File: src/rtl/gpca_pkg.sv
// Shared types for the GPCA operand path: operand widths, the issue bundle
// layout and the issue-stage state encoding.
package gpca_pkg;

  localparam int GPCA_A_W = 10;
  localparam int GPCA_B_W = 7;
  localparam int GPCA_P_W = 5;

  // Field order is the FIFO entry layout, MSB first.
  typedef struct packed {
    logic                x;
    logic [GPCA_P_W-1:0] p;
    logic [GPCA_B_W-1:0] b;
    logic [GPCA_B_W-1:0] c;
    logic [GPCA_A_W-1:0] a;
  } gpca_operand_t;

  localparam int GPCA_OPERAND_W = $bits(gpca_operand_t);

  typedef enum logic [1:0] {
    IDLE,
    SETTLE,
    VALID
  } gpca_issue_state_t;

endpackage

File: src/rtl/gpca_issue_fifo.sv
// Synchronous operand FIFO with a registered, pop-on-read output port.
// rd_data only changes on an accepted pop and clears to zero on reset.
module gpca_issue_fifo #(
  parameter int DEPTH = 4,
  parameter int WIDTH = 30
) (
  input  logic                     clk,
  input  logic                     rst,
  input  logic                     push,
  input  logic [WIDTH-1:0]         push_data,
  input  logic                     pop,
  output logic [WIDTH-1:0]         rd_data,
  output logic [$clog2(DEPTH):0]   count,
  output logic                     full,
  output logic                     empty
);

  localparam int AW = $clog2(DEPTH);
  localparam logic [AW-1:0] PTR_ONE = AW'(1);
  localparam logic [AW:0]   CNT_ONE = (AW + 1)'(1);
  localparam logic [AW:0]   CNT_MAX = (AW + 1)'(DEPTH);

  logic [WIDTH-1:0] mem [DEPTH];
  logic [AW-1:0]    wr_ptr_reg;
  logic [AW-1:0]    rd_ptr_reg;
  logic [AW:0]      count_reg;
  logic             do_push;
  logic             do_pop;

  assign full    = (count_reg == CNT_MAX);
  assign empty   = (count_reg == '0);
  assign count   = count_reg;
  assign do_push = push && !full;
  assign do_pop  = pop && !empty;

  // Storage is left unreset so it maps onto block RAM; pointers define validity.
  always_ff @(posedge clk) begin
    if (do_push) begin
      mem[wr_ptr_reg] <= push_data;
    end
  end

  always_ff @(posedge clk or posedge rst) begin
    if (rst) begin
      wr_ptr_reg <= '0;
      rd_ptr_reg <= '0;
      count_reg  <= '0;
      rd_data    <= '0;
    end else begin
      if (do_push) begin
        wr_ptr_reg <= wr_ptr_reg + PTR_ONE;
      end
      if (do_pop) begin
        rd_data    <= mem[rd_ptr_reg];
        rd_ptr_reg <= rd_ptr_reg + PTR_ONE;
      end
      case ({do_push, do_pop})
        2'b10:   count_reg <= count_reg + CNT_ONE;
        2'b01:   count_reg <= count_reg - CNT_ONE;
        default: count_reg <= count_reg;
      endcase
    end
  end

endmodule

File: src/rtl/gpca_issue.sv
// Operand issue stage ahead of the GPCA array: FIFO, settle timer and
// out_valid handshake. Define GPCA_ISSUE_STATS_EN to enable the counters.
module gpca_issue
  import gpca_pkg::*;
#(
  parameter int DEPTH      = 4,
  parameter int SETTLE_CYC = 2
) (
  input  logic                  clk,
  input  logic                  rst,
  input  logic                  in_valid,
  output logic                  in_ready,
  input  logic                  in_x,
  input  logic [GPCA_P_W-1:0]   in_p,
  input  logic [GPCA_B_W-1:0]   in_b,
  input  logic [GPCA_B_W-1:0]   in_c,
  input  logic [GPCA_A_W-1:0]   in_a,
  output logic                  op_x,
  output logic [GPCA_P_W-1:0]   op_p,
  output logic [GPCA_B_W-1:0]   op_b,
  output logic [GPCA_B_W-1:0]   op_c,
  output logic [GPCA_A_W-1:0]   op_a,
  output logic                  out_valid,
  input  logic                  out_ready,
  output logic [$clog2(DEPTH):0] fifo_count,
  output logic [15:0]           issued_cnt,
  output logic [15:0]           stall_cnt
);

  localparam logic [3:0] SETTLE_LD = 4'(SETTLE_CYC);
  localparam gpca_issue_state_t POP_STATE = (SETTLE_CYC == 0) ? VALID : SETTLE;

  gpca_operand_t     push_op;
  gpca_operand_t     head_op;
  logic              fifo_full;
  logic              fifo_empty;
  logic              push;
  logic              pop;
  gpca_issue_state_t state_reg;
  gpca_issue_state_t state_next;
  logic [3:0]        settle_reg;
  logic [3:0]        settle_next;

  assign push_op  = '{x: in_x, p: in_p, b: in_b, c: in_c, a: in_a};
  assign in_ready = !fifo_full && !rst;
  assign push     = in_valid && in_ready;

  // The FIFO read register doubles as the operand register driving the array.
  gpca_issue_fifo #(
    .DEPTH (DEPTH),
    .WIDTH (GPCA_OPERAND_W)
  ) u_fifo (
    .clk       (clk),
    .rst       (rst),
    .push      (push),
    .push_data (push_op),
    .pop       (pop),
    .rd_data   (head_op),
    .count     (fifo_count),
    .full      (fifo_full),
    .empty     (fifo_empty)
  );

  assign op_x      = head_op.x;
  assign op_p      = head_op.p;
  assign op_b      = head_op.b;
  assign op_c      = head_op.c;
  assign op_a      = head_op.a;
  assign out_valid = (state_reg == VALID);

  always_comb begin
    state_next  = state_reg;
    settle_next = settle_reg;
    pop         = 1'b0;
    case (state_reg)
      IDLE: begin
        if (!fifo_empty) begin
          pop         = 1'b1;
          settle_next = SETTLE_LD;
          state_next  = POP_STATE;
        end
      end
      SETTLE: begin
        settle_next = settle_reg - 4'd1;
        if (settle_reg <= 4'd1) begin
          state_next = VALID;
        end
      end
      VALID: begin
        if (out_ready) begin
          if (!fifo_empty) begin
            pop         = 1'b1;
            settle_next = SETTLE_LD;
            state_next  = POP_STATE;
          end else begin
            state_next = IDLE;
          end
        end
      end
      default: state_next = IDLE;
    endcase
  end

  always_ff @(posedge clk or posedge rst) begin
    if (rst) begin
      state_reg  <= IDLE;
      settle_reg <= '0;
    end else begin
      state_reg  <= state_next;
      settle_reg <= settle_next;
    end
  end

`ifdef GPCA_ISSUE_STATS_EN
  logic [15:0] issued_reg;
  logic [15:0] stall_reg;

  // Both counters stick at all-ones rather than wrapping.
  always_ff @(posedge clk or posedge rst) begin
    if (rst) begin
      issued_reg <= '0;
      stall_reg  <= '0;
    end else begin
      if (out_valid && out_ready && (issued_reg != 16'hFFFF)) begin
        issued_reg <= issued_reg + 16'd1;
      end
      if (in_valid && !in_ready && (stall_reg != 16'hFFFF)) begin
        stall_reg <= stall_reg + 16'd1;
      end
    end
  end

  assign issued_cnt = issued_reg;
  assign stall_cnt  = stall_reg;
`else
  assign issued_cnt = '0;
  assign stall_cnt  = '0;
`endif

endmodule
File: config.mk
export PLATFORM = sky130hd
export DESIGN_NAME = gpca_issue
export DESIGN_NICKNAME = d
export VERILOG_FILES = /design/src/rtl/gpca_pkg.sv /design/src/rtl/gpca_issue_fifo.sv /design/src/rtl/gpca_issue.sv
export SDC_FILE = /design/constraint.sdc
export NUM_CORES = 1
export LEC_CHECK = 0
export ABC_AREA = 1
export BUFFER_PORTS_ARGS = -buffer_cell sky130_fd_sc_hd__buf_2
export CELL_PAD_IN_SITES_DETAIL_PLACEMENT = 1
export CELL_PAD_IN_SITES_GLOBAL_PLACEMENT = 1
export CORE_AREA = 2 2 126 128
export DETAILED_ROUTE_END_ITERATION = 8
export DIE_AREA = 0 0 128 130
export GPL_TIMING_DRIVEN = 0
export HOLD_SLACK_MARGIN = 0.03
export PLACE_DENSITY_LB_ADDON = 0.08
export SYNTH_ARGS = -nofsm -noshare
export SYNTH_HDL_FRONTEND = slang
export SYNTH_HIERARCHICAL = 1
export SYNTH_SLANG_ARGS = --single-unit
File: constraint.sdc
create_clock -name clk -period 4.5 [get_ports clk]
set_clock_uncertainty 0.1 [all_clocks]
set_input_delay 0.9 -clock clk [delete_from_list [all_inputs] [get_ports clk]]
set_output_delay 0.9 -clock clk [all_outputs]
set_load 0.01 [all_outputs]
**After elaboration in Yosys (flattened, before gate mapping)**

Memory sizes are Yosys's and may differ from the RTL's. A register that Yosys moved wholly into a read port is not among the register bits.
Cells that the tools add are included.

- Flip-flop bits (word level): 13
- RAM bits: 120
- Bits of input ports: 34
- Output and inout bits: 67
- Logic and storage cells: 47
- Memories kept: 1

Memory list:

| memory | depth | width | read ports | clocked after memory_dff | wr ports | RTL line | source |
|---|---|---|---|---|---|---|---|
| u_fifo.mem | 4 | 30 | 1 | 1 | 1 | gpca_issue_fifo.sv:23 | `logic [WIDTH-1:0] mem [DEPTH];` |

- Add/subtract/negate cells: 5
- Order comparisons: 1
- Equal/unequal tests: 8
- Mux-type cells: 14
- Reduce and logical (&&, ||, !) cells: 13

Operator list:

| kind | count |
|---|---|
| case mux 4 bit (3 select lines) | 1 |
| 2-to-1 mux 4 bit | 2 |
| 2-to-1 mux 2 bit | 3 |
| case mux 2 bit (3 select lines) | 1 |
| case mux 3 bit (2 select lines) | 1 |
| 2-to-1 mux 1 bit | 5 |
| adder 2 x 1 -> 2 bit, second input constant | 2 |
| == test 2 x 1 -> 1 bit, second input constant | 2 |
| == test 2 bit, second input constant | 2 |
| <= comparator 4 x 1 -> 1 bit, second input constant | 1 |
| logical AND 1 bit | 4 |
| != test 2 bit, second input constant | 2 |
| subtractor 4 x 1 -> 4 bit, second input constant | 1 |
| adder 3 x 1 -> 3 bit, second input constant | 1 |
| == test 3 bit, second input constant | 1 |
| logical NOT 1 bit | 3 |
| logical NOT 3 bit | 1 |
| AND reduction 3 bit | 1 |
| nonzero test 3 bit | 1 |
| subtractor 3 x 1 -> 3 bit, second input constant | 1 |
| logical NOT 2 bit | 1 |
| != test 2 x 1 -> 1 bit, second input constant | 1 |
| case mux 1 bit (2 select lines) | 1 |
| AND reduction 2 bit | 1 |
| nonzero test 2 bit | 1 |

**Logic depth before layout (Yosys ltp)**

- Word-level depth: 7
- Depth in mapped cells: 15
- Depth with buffers taken out: 14

**Hierarchy**

The synthesis kept the hierarchy.

By module, submodules not included:

| module | instances | cells each | area an instance (µm²) | sequential area each (µm²) |
|---|---|---|---|---|
| gpca_issue_fifo | 1 | 653 | 6648.9 | 4529.3 |
| gpca_issue | 1 | 79 | 599.3 | 150.1 |

**Worst setup path before layout**

OpenSTA, ideal clock, no wires.

- Kind: in2reg
- From: input port rst
- To: memory u_fifo.mem[0][0], enable pin
- Setup time: 0.417 ns
- Data arrival time: 2.618 ns
- Data required time: 3.983 ns
- Setup slack: 1.365 ns
- Stages: 3
- Buffers on the path: 0
- Cells stage by stage: nor3b_1 > nand2_2 > nor2_1

- Word-level cells in the longest chain between the ends: 6

RTL lines:

| what | RTL line | source |
|---|---|---|
| start: declaration | gpca_issue.sv:10 | `input logic rst,` |
| logical NOT 1 bit (no source line) | -- |  |
| logical AND 1 bit | gpca_issue.sv:45 | `assign in_ready = !fifo_full && !rst;` |
| logical AND 1 bit | gpca_issue.sv:46 | `assign push = in_valid && in_ready;` |
| logical AND 1 bit | gpca_issue_fifo.sv:33 | `assign do_push = push && !full;` |
| 2-to-1 mux 1 bit | gpca_issue_fifo.sv:38 | `if (do_push) begin` |
| 2-to-1 mux 1 bit (not written as such) | gpca_issue_fifo.sv:39 | `mem[wr_ptr_reg] <= push_data;` |
| end: declaration | gpca_issue_fifo.sv:23 |  |

Every way passes these cells.

**Final worst setup path**

- From: register u_fifo.count_reg[0], in the netlist u_fifo/count[0]
- To: register u_fifo.count_reg[2], in the netlist u_fifo/count[2]

- Word-level cells in the longest chain between the ends: 7
- Elaborated cells on any way between the ends: 17
- Classes of those cells: 2 x add/sub; 3 x eq/ne; 4 x mux; 8 x reduce/logical

RTL lines:

| what | RTL line | source |
|---|---|---|
| start: declaration | gpca_issue_fifo.sv:26 | `logic [AW:0] count_reg;` |
| start signal: assignment | gpca_issue_fifo.sv:58 | `2'b10: count_reg <= count_reg + CNT_ONE;` |
| start signal: assignment | gpca_issue_fifo.sv:59 | `2'b01: count_reg <= count_reg - CNT_ONE;` |
| start signal: assignment | gpca_issue_fifo.sv:60 | `default: count_reg <= count_reg;` |
| logical NOT 3 bit (*) | gpca_issue_fifo.sv:31 | `assign empty = (count_reg == '0);` |
| named net fifo_empty | gpca_issue.sv:36 | `logic fifo_empty;` |
| 2-to-1 mux 1 bit (*) | gpca_issue.sv:77, gpca_issue.sv:91 |  |
| 2-to-1 mux 1 bit | gpca_issue.sv:90 | `if (out_ready) begin` |
| case mux 1 bit (2 select lines) (*) | gpca_issue.sv:75 | `case (state_reg)` |
| named net pop | gpca_issue.sv:38 | `logic pop;` |
| logical AND 1 bit (*) | gpca_issue_fifo.sv:34 | `assign do_pop = pop && !empty;` |
| named net u_fifo.do_pop | gpca_issue_fifo.sv:28 | `logic do_pop;` |
| == test 2 x 1 -> 1 bit or == test 2 bit (tied branches) | gpca_issue_fifo.sv:57 | `case ({do_push, do_pop})` |
| case mux 3 bit (2 select lines) or nonzero test 2 bit (tied branches) | -- |  |

Mark *: on every way through the listed nets, which the timed path passes. The rest lies on a longest branch.
A chain may end at the register's enable or synchronous reset.

==> results.toml <==
[status]
status = "completed"

[clock_tree]
cts_hold_buffers = 0
insertion_delay_ps = 430
cts_setup_buffers = 0
clk_pin_slew_worst_paths_ps = 60
clockBufferDepth = 2
ctsResizeCount = 0
cts_sinks = 163
cts_tree = "yes"
clockRootBuffer = "clkbuf_16"
htreeDepth = 4
numCtsBuffers = 17

[worst_setup_path]
slowest_stage = "dfrtp_1"
crit_cells = 14
crit_type = "flop to flop"
critPathTopFamily = "adder cells"
cp_data_required_time_ps = 4710
crit_chain = "nor2_4 -> inv_2 -> nor2_1 -> nor2_2 -> o21ai_4 -> inv_1 -> a21boi_4 -> buf_6 -> ha_1 -> inv_1 -> fa_1 -> nand2_1 -> nand3_1 -> xor2_1"
path_max_fanout = 10
end_kind = "flop"
critical_path_arrival_ps = 2980
worstSetupStartpointType = "flop"
crit_buf_inv = 4
cpPeakStageDelay_ps = 450
ff2ff_path_depth = 14
crit_path_frequent_cell = "inv_1"

[detailed_routing]
via_count = 5013
drt-pass1-iter-count = 4
drt-wirelength-per-cell_um = 16.29
first_iter_violations = 261
wl_um = 17250
ant_nets = 0
drcViolationCount = 0
viasPerCell = 4.734

[grt]
met3_usage = 0.04059
antenna_found_initial = 0
grt_use_total = 0.2254
first_global_vias = 5382
overflow = 0
globalRouteMet1Util = 0.2596
use_met2 = 0.4181
grt_pass1_wl_um = 27590
busiest_layer = "met2"
grt_start_max_net_pins = 27

[timing]
fin_ws_ps = 1733
finalMaxSlewViolations = 0
final_hold_viol_count = 0
final.min_clock_period_ps = 2767
setup_viol = 0
max_clock_freq_mhz = 361.3
min_period_over_period = 0.6150
grt_setup_unrepaired = "false"

[yosys]
synth.avg_cell_area_um2 = 9.902
syn_area_um2 = 7248
yosysWarnings = 6
synth_top_cell_by_area = "edfxtp_1"
ys_ff_latch = 163
synth_cell_types = 25
syn-instance-count = 732
yosys-top-cells-area = "edfxtp_1 (50%), dfrtp_1 (15%), nand2_1 (14%)"
synth_top_area_share = 0.4972
yosysSeqAreaShare = 0.6456

[pwr]
clockPowerShare = 0.261
combinationalPowerShare = 0.369
ir_drop_mv = 0.4348
p_sw_uw = 2105
p_sw_frac = 0.3737
power.density_nw_per_um2 = 649.4
seq_power_share = 0.371
p_leak_uw = 0.004319
p_int_uw = 3528

[floorplanning]
coreArea_um2 = 15420
dieWidth_um = 128
rows = 46
top_level_ports = 101
die-area_um2 = 16640
start_util = 0.4699
die_height_um = 130

[final_layout]
final_cell_mix = "nand2_1 (261), inv_1 (139), edfxtp_1 (120), buf_2 (87), nand3_1 (67)"
drive_gt1_frac = 0.2053
fin_cells = 1059
final_common_cell = "nand2_1"
diodes = 0
largest_register_ffs = 120
synthToLayoutAreaGrowth_pct = 19.68
nets = 897

[placement]
numPortBuffers = 68
placed_cells = 1028
place_hpwl_um = 11330
dp_slack_ps = 1507
place_congestion = 0.7065

[job]
drv_cap = 0

[min_path]
worstHoldPathType = "input port to asynchronous set/reset pin"
## area by class of cell
type                    instances  area, um^2
plain buffers                  58       395.4
clock inverters                13       160.2
inverters                     145       544.3
repair buffers                 73       440.4
well taps                     192       240.2
fillers                      1744        6750
multi-input cells             397        1775
clock buffers                  18       439.2
flip-flops and latches        163        4679
## Yosys cell counts, drive strengths merged
cell type,instances
a21boi,1
buf,56
clkbuf,2
conb,1
dfrtp,43
edfxtp,120
fa,1
ha,7
inv,145
nand2,264
nand3,67
nor2,11
nor3b,1
o21ai,8
xnor2,2
xor2,3
## kinds of logic after synthesis
kind of cell | after synthesis | synth area share
flops | 163 | 0.6456
fa+ha+maj | 8 | 0.01485
other cells | 1 | 0.0005174
xor+xnor | 5 | 0.006043
simple gates | 343 | 0.1921
buf+inv | 203 | 0.1296
compound gates | 9 | 0.01122
## worst reg2reg max path: stages (launching register included)
cell and delay [ps]:
dfrtp_1 450, nor2_4 90, inv_2 80, nor2_1 50
nor2_2 130, o21ai_4 100, inv_1 120, a21boi_4 340
buf_6 210, ha_1 190, inv_1 80, fa_1 390
nand2_1 90, nand3_1 90, xor2_1 150
## metal layers
| layer | vias up | share of wire |
|---|---|---|
| li1 | 2429 | - |
| met1 | 2455 | 0.40 |
| met2 | 102 | 0.54 |
| met3 | 27 | 0.034 |
| met4 | 0 | 0.020 |
| met5 | - | 0 |
## final timing paths
check	to	start	slack (ps)
worst max-delay path	u_fifo/count[2]	u_fifo/count[0]	1730
worst min-delay path	settle_reg[3]	rst	320
worst max register to register	u_fifo/count[2]	u_fifo/count[0]	1730
worst min register to register	u_fifo/rd_data[10]	u_fifo/rd_data[10]	370
max in group asynchronous	u_fifo/rd_data[15]	rst	3390
min in group clk	u_fifo/rd_data[10]	u_fifo/rd_data[10]	370
## stage by stage
stage	hold slack (ps)	TNS, ps	util	area, um^2	total power, uW
after global routing	339.7	0	0.5624	8675	6024
after detailed placement	359.8	0	0.5235	8075	4194
final	319.5	0	0.5624	8675	5634
after global placement	356.3	-1987	0.5151	7945	4054
after floorplan	375.9	0	-	7365	3455
after CTS	316.6	0	0.5624	8675	5693
## power by group through the flow
stage | Clock, uW | Combinational [uW] | Sequential, uW
2_1_floorplan | 0 | 1290 | 2170
3_3_place_gp | 0 | 1940 | 2110
3_5_place_dp | 0 | 2070 | 2120
4_1_cts | 1490 | 2110 | 2090
5_1_grt | 1560 | 2340 | 2120
6_report | 1470 | 2080 | 2090
Power figures use the tool's default switching activity.
